$ cat config.mk
export PLATFORM = sky130hd
export DESIGN_NAME = instr_fetch
export DESIGN_NICKNAME = d
export VERILOG_FILES = /design/src/rtl/instr_fetch.sv
export SDC_FILE = /design/constraint.sdc
export NUM_CORES = 1
export LEC_CHECK = 0
export BUFFER_PORTS_ARGS = -buffer_cell sky130_fd_sc_hd__clkbuf_2
export CORE_MARGIN = 4
export CORE_UTILIZATION = 59
export CTS_CLUSTER_DIAMETER = 30
export DETAILED_ROUTE_END_ITERATION = 10
export MAX_ROUTING_LAYER = met4
export PLACE_DENSITY = 0.87
export RECOVER_POWER = 50
export SLEW_MARGIN = 10
export SYNTH_ARGS = -nofsm -noshare
export SYNTH_HDL_FRONTEND = slang
export SYNTH_SLANG_ARGS = --single-unit
$ cat constraint.sdc
create_clock -name clk -period 3.9 [get_ports clk]
set_input_delay 0 -clock clk [delete_from_list [all_inputs] [get_ports clk]]
set_output_delay 0 -clock clk [all_outputs]
set_load 0.03 [all_outputs]
$ cat src/rtl/instr_fetch.sv
// RV32 instruction fetch stage: PC, credit-limited imem requests,
// response FIFO toward decode, redirect flush with stale-response discard.
module instr_fetch #(
    parameter int          DEPTH    = 4,
    parameter logic [31:0] RESET_PC = 32'h0000_0000
) (
    input  logic        clk,
    input  logic        rst_n,
    output logic        imem_req_valid,
    input  logic        imem_req_ready,
    output logic [31:0] imem_req_addr,
    input  logic        imem_rsp_valid,
    input  logic [31:0] imem_rsp_data,
    input  logic        redirect_valid,
    input  logic [31:0] redirect_pc,
    output logic        out_valid,
    input  logic        out_ready,
    output logic [31:0] out_instr,
    output logic [31:0] out_pc
);

    localparam int AW = $clog2(DEPTH);
    localparam int CW = AW + 1;

    typedef struct packed {
        logic [31:0] pc;
        logic [31:0] instr;
    } fq_entry_t;

    fq_entry_t     fq [DEPTH];
    logic [AW-1:0] wptr;
    logic [AW-1:0] rptr;
    logic [CW-1:0] count;
    logic [CW-1:0] inflight;
    logic [CW-1:0] inflight_nx;
    logic [CW-1:0] discard;
    logic [CW:0]   used;
    logic [31:0]   fetch_pc;
    logic [31:0]   rsp_pc;
    logic [31:0]   tgt;
    logic          acc;
    logic          rsp;
    logic          push;
    logic          pop;

    // Buffered plus outstanding words never exceed the FIFO size.
    assign used           = {1'b0, count} + {1'b0, inflight};
    assign imem_req_valid = rst_n && (used < (CW+1)'(DEPTH));
    assign imem_req_addr  = fetch_pc;

    assign acc  = imem_req_valid && imem_req_ready;
    assign rsp  = imem_rsp_valid && (inflight != '0);
    assign push = rsp && (discard == '0) && !redirect_valid;
    assign pop  = out_valid && out_ready && !redirect_valid;

    assign inflight_nx = inflight + CW'(acc) - CW'(rsp);
    assign tgt         = redirect_pc & 32'hFFFF_FFFC;

    assign out_valid = (count != '0);
    assign out_pc    = fq[rptr].pc;
    assign out_instr = fq[rptr].instr;

    always_ff @(posedge clk or negedge rst_n) begin
        if (!rst_n) begin
            fetch_pc <= RESET_PC;
            rsp_pc   <= RESET_PC;
            inflight <= '0;
            discard  <= '0;
            count    <= '0;
            wptr     <= '0;
            rptr     <= '0;
        end else begin
            inflight <= inflight_nx;
            if (redirect_valid) begin
                fetch_pc <= tgt;
                rsp_pc   <= tgt;
                discard  <= inflight_nx;
                wptr     <= '0;
                rptr     <= '0;
            end else begin
                if (acc)
                    fetch_pc <= fetch_pc + 32'd4;
                if (rsp && (discard != '0))
                    discard <= discard - CW'(1);
                if (push) begin
                    rsp_pc <= rsp_pc + 32'd4;
                    wptr   <= wptr + AW'(1);
                end
                if (pop)
                    rptr <= rptr + AW'(1);
            end
            unique case (1'b1)
                redirect_valid: count <= '0;
                push && !pop:   count <= count + CW'(1);
                pop && !push:   count <= count - CW'(1);
                default:        ;
            endcase
        end
    end

    always_ff @(posedge clk or negedge rst_n) begin
        if (!rst_n) begin
            for (int i = 0; i < DEPTH; i++)
                fq[i] <= '0;
        end else if (push) begin
            fq[wptr] <= '{pc: rsp_pc, instr: imem_rsp_data};
        end
    end

endmodule
==> impl_metrics.env <==
export IMPL_status="finished, violations left"
export IMPL_violations="max-capacitance violations, max-slew violations"
export IMPL_place_area_um2=16500
export IMPL_core_area_um2=25900
export IMPL_top_level_ports=168
export IMPL_core_rowCount=59
export IMPL_grt_pass1_wl_mm=63.1
export IMPL_p_leak_nw=8.50
export IMPL_min_period_ns=3.17
export IMPL_firstDrtPassIters=5
export IMPL_die_w_um=170
export IMPL_hold_viol=0
export IMPL_track_usage=0.279
export IMPL_drv_cap=3
export IMPL_synth_edff_count=0
export IMPL_insertion_delay_ns=0.57
export IMPL_grt_max_degree=190
export IMPL_async_flop_share=1.00
export IMPL_synthToLayoutAreaGrowth_pct=24.0
export IMPL_crit_type="input port to flip-flop"
export IMPL_nets=1454
export IMPL_ant_nets=0
export IMPL_path_max_fanout=49
export IMPL_worst_pin_slew_ns=1.90
export IMPL_regArea_um2=8040
export IMPL_yosysWarnings=0
export IMPL_wl_mm=38.5
export IMPL_ir_worst_vdd_v=0.000562
export IMPL_gp_congestion=0.907
export IMPL_regToRegSetupSlack_ns=0.98
export IMPL_grt_overflow_total=0
export IMPL_cp_cell_sequence="dlygate4sd3_1, clkbuf_1, buf_4, inv_1, clkbuf_1, nor2_1, nor4_1"
export IMPL_ys_ff_latch=321
export IMPL_final_common_cell="dfrtp_1"
export IMPL_worst_setup_path_end_kind="flip-flop"
export IMPL_port_buffer_count=161
export IMPL_diodes=0
export IMPL_syn_area_um2=15500
export IMPL_fmax_ghz=0.316
export IMPL_period_share=0.812
export IMPL_worstPathArrival_ns=3.62
export IMPL_cp_depth=7
export IMPL_fin_hold_ws_ns=0.0338
export IMPL_p_int_mw=9.13
export IMPL_crit_end="imem_req_addr[18]"
export IMPL_via_per_inst=6.29
export IMPL_clockBufferDepth=3
export IMPL_synth_seq_area_share=0.519
export IMPL_critPathTopFamily="buffers and inverters"
export IMPL_cts_buffers=60
export IMPL_clock_sinks=321
export IMPL_ctsResizeCount=0
export IMPL_reg2reg_depth=7
export IMPL_clk_pin_slew_worst_paths_ns=0.05
export IMPL_min_path_type="input port to flip-flop"
export IMPL_clock_skew_ns=0.0260
export IMPL_p_sw_frac=0.314
export IMPL_synth_ff_type="dfrtp_1"
export IMPL_most_common_layout_cells="319 x dfrtp_1, 256 x mux2_2, 114 x clkbuf_2"
export IMPL_fin_area_um2=19200
export IMPL_vias=11000
export IMPL_slew_violations=162
export IMPL_worst_r2r_endpoint="imem_req_addr[23]"
export IMPL_cts_htree_levels=2
export IMPL_die_y_um=170
export IMPL_root_buffer="clkbuf_16"
export IMPL_fin_util=0.741
export IMPL_multiInputGateArea_um2=6920
export IMPL_setup_violations_final=0
export IMPL_grt_pass1_vias=11900
export IMPL_comb_power_share=0.248
export IMPL_postSynthAreaPerCell_um2=13.5
export IMPL_drt_wirelength_per_cell_um=22.0
export IMPL_seqPwrFrac=0.349
export IMPL_place_hpwl_mm=22.5
export IMPL_drtIter0Drc=864
export IMPL_p_clk_frac=0.403
export IMPL_initial_core_util=0.598
export IMPL_fill_cells=1532
export IMPL_cts_tree="built"
export IMPL_synth_cells=1146
export IMPL_slew_headroom=-0.267
export IMPL_drcViolationCount=0
export IMPL_powerDensity_nw_per_um2=693
export IMPL_die_area_um2=28900
export IMPL_tns_ns=0
export IMPL_slowest_delay_ns=1.17
export IMPL_cp_start_kind="input port"
export IMPL_critPathBufInv=5
export IMPL_drive_gt1_frac=0.399
export IMPL_p_switching_mw=4.18
export IMPL_crit_required_ns=4.35
export IMPL_cpMostUsedCell="clkbuf_1"
export IMPL_synth_cell_types=51
export IMPL_antenna_found_initial=0
export IMPL_reg2reg_from="count[2]"
export IMPL_crit_start="redirect_valid"
export IMPL_rsz0062_at_grt="no"
export IMPL_cp_slowest_cell="clkbuf_1"
==> layout make-up <==
cell class | count | area share
multi-input cells | 720 | 0.360
clock buffers | 76 | 0.0876
clock inverters | 35 | 0.0242
flip-flops and latches | 321 | 0.418
inverters | 18 | 0.00352
repair buffers | 247 | 0.0840
well taps | 335 | 0.0218
==> how the worst min path moves through the flow <==
stage                         startpoint        end  slack (ns)  depth (start not counted)
after global routing      imem_rsp_valid  rsp_pc[8]        0.05                          5
after floorplan                    rst_n   count[0]       -0.30                          0
after detailed placement           rst_n    fq[246]       -0.13                          1
after CTS                 imem_rsp_valid  rsp_pc[8]        0.01                          5
final                     imem_rsp_valid  rsp_pc[8]        0.03                          5
after global placement             rst_n     fq[56]       -0.14                          1
==> sequential cells by signal, indices dropped and copies added, names as in the netlist <==
name,count
count,3
discard,3
fq,248
imem_req_addr,30
inflight,3
rptr,2
rsp_pc,30
wptr,2
==> power by group through the flow <==
stage / registers (mW) / clock network (mW) / logic, mW
finish: 4.64 / 5.36 / 3.30
global route: 4.73 / 5.61 / 3.52
CTS: 4.63 / 5.42 / 3.35
detailed placement: 4.65 / 0 / 3.25
global placement: 4.57 / 0 / 3.15
floorplan: 4.49 / 0 / 2.43
==> through the flow <==
step                instances  power [mW]  setup slack [ns]
global placement         1573        7.72              1.14
global route             1752        13.9             0.479
finish                   1752        13.3             0.735
detailed placement       1573        7.90              1.05
floorplan                1149        6.91             0.864
CTS                      1752        13.4              1.03
==> layer usage <==
layer  global-route usage  share of wire
met5                    -              0
met4               0.0854          0.026
met3               0.0548          0.069
met2                0.457           0.50
met1                0.358           0.41
==> logic make-up after synthesis <==
| kind of cell | after synthesis | synth area share |
|---|---|---|
| buffers and inverters | 108 | 0.0350 |
| muxes | 319 | 0.277 |
| DFF | 321 | 0.519 |
| xor gates and xnor gates | 19 | 0.0107 |
| adders and majority gates | 16 | 0.0139 |
| other | 1 | 0.000242 |
| and+or+nand+nor | 259 | 0.0975 |
| AOI/OAI and AO/OA | 103 | 0.0469 |
==> synthesized netlist by cell type, types with 2 or more instances <==
cell type / instances / area [um^2]
or2_2: 4 / 25.0
and3_1: 12 / 75.1
fa_1: 2 / 40.0
a311oi_1: 18 / 158
buf_1: 4 / 15.0
a21oi_1: 10 / 50.1
nor4_1: 35 / 219
dfrtp_1: 321 / 8030
o31ai_1: 17 / 128
o21ai_0: 15 / 75.1
mux4_2: 62 / 1400
xor2_1: 9 / 78.8
inv_1: 18 / 67.6
nand4_1: 27 / 169
ha_1: 14 / 175
clkbuf_1: 40 / 150
or3_1: 13 / 81.3
a211oi_1: 13 / 97.6
or4_1: 10 / 75.1
nand2b_1: 8 / 50.1
nand2_1: 24 / 90.1
o31a_1: 2 / 17.5
o311ai_0: 2 / 17.5
and4_1: 15 / 131
and2_1: 11 / 68.8
nor2_1: 33 / 124
nor3_1: 26 / 130
nand3_1: 22 / 110
nand4b_1: 2 / 17.5
a311o_1: 2 / 20.0
a31oi_1: 19 / 119
buf_4: 29 / 218
xnor2_1: 10 / 87.6
mux2_2: 256 / 2880
nor2b_1: 10 / 62.6
buf_2: 16 / 80.1
==> worst min-delay path: cells and delay by family <==
kind	cells	cell delay, ns
AND/OR/NAND/NOR	2	0.24
XOR/XNOR	1	0.13
buffers and inverters	1	0.12
AO/OA/AOI/OAI	1	0.06
==> timing repair <==
item                       CTS  global route
setup endpoints to repair    0             0
setup buffers                0             0
hold buffers                68             0
hold endpoints to repair   326             0
Note: power is estimated with default switching activity, not from simulation.
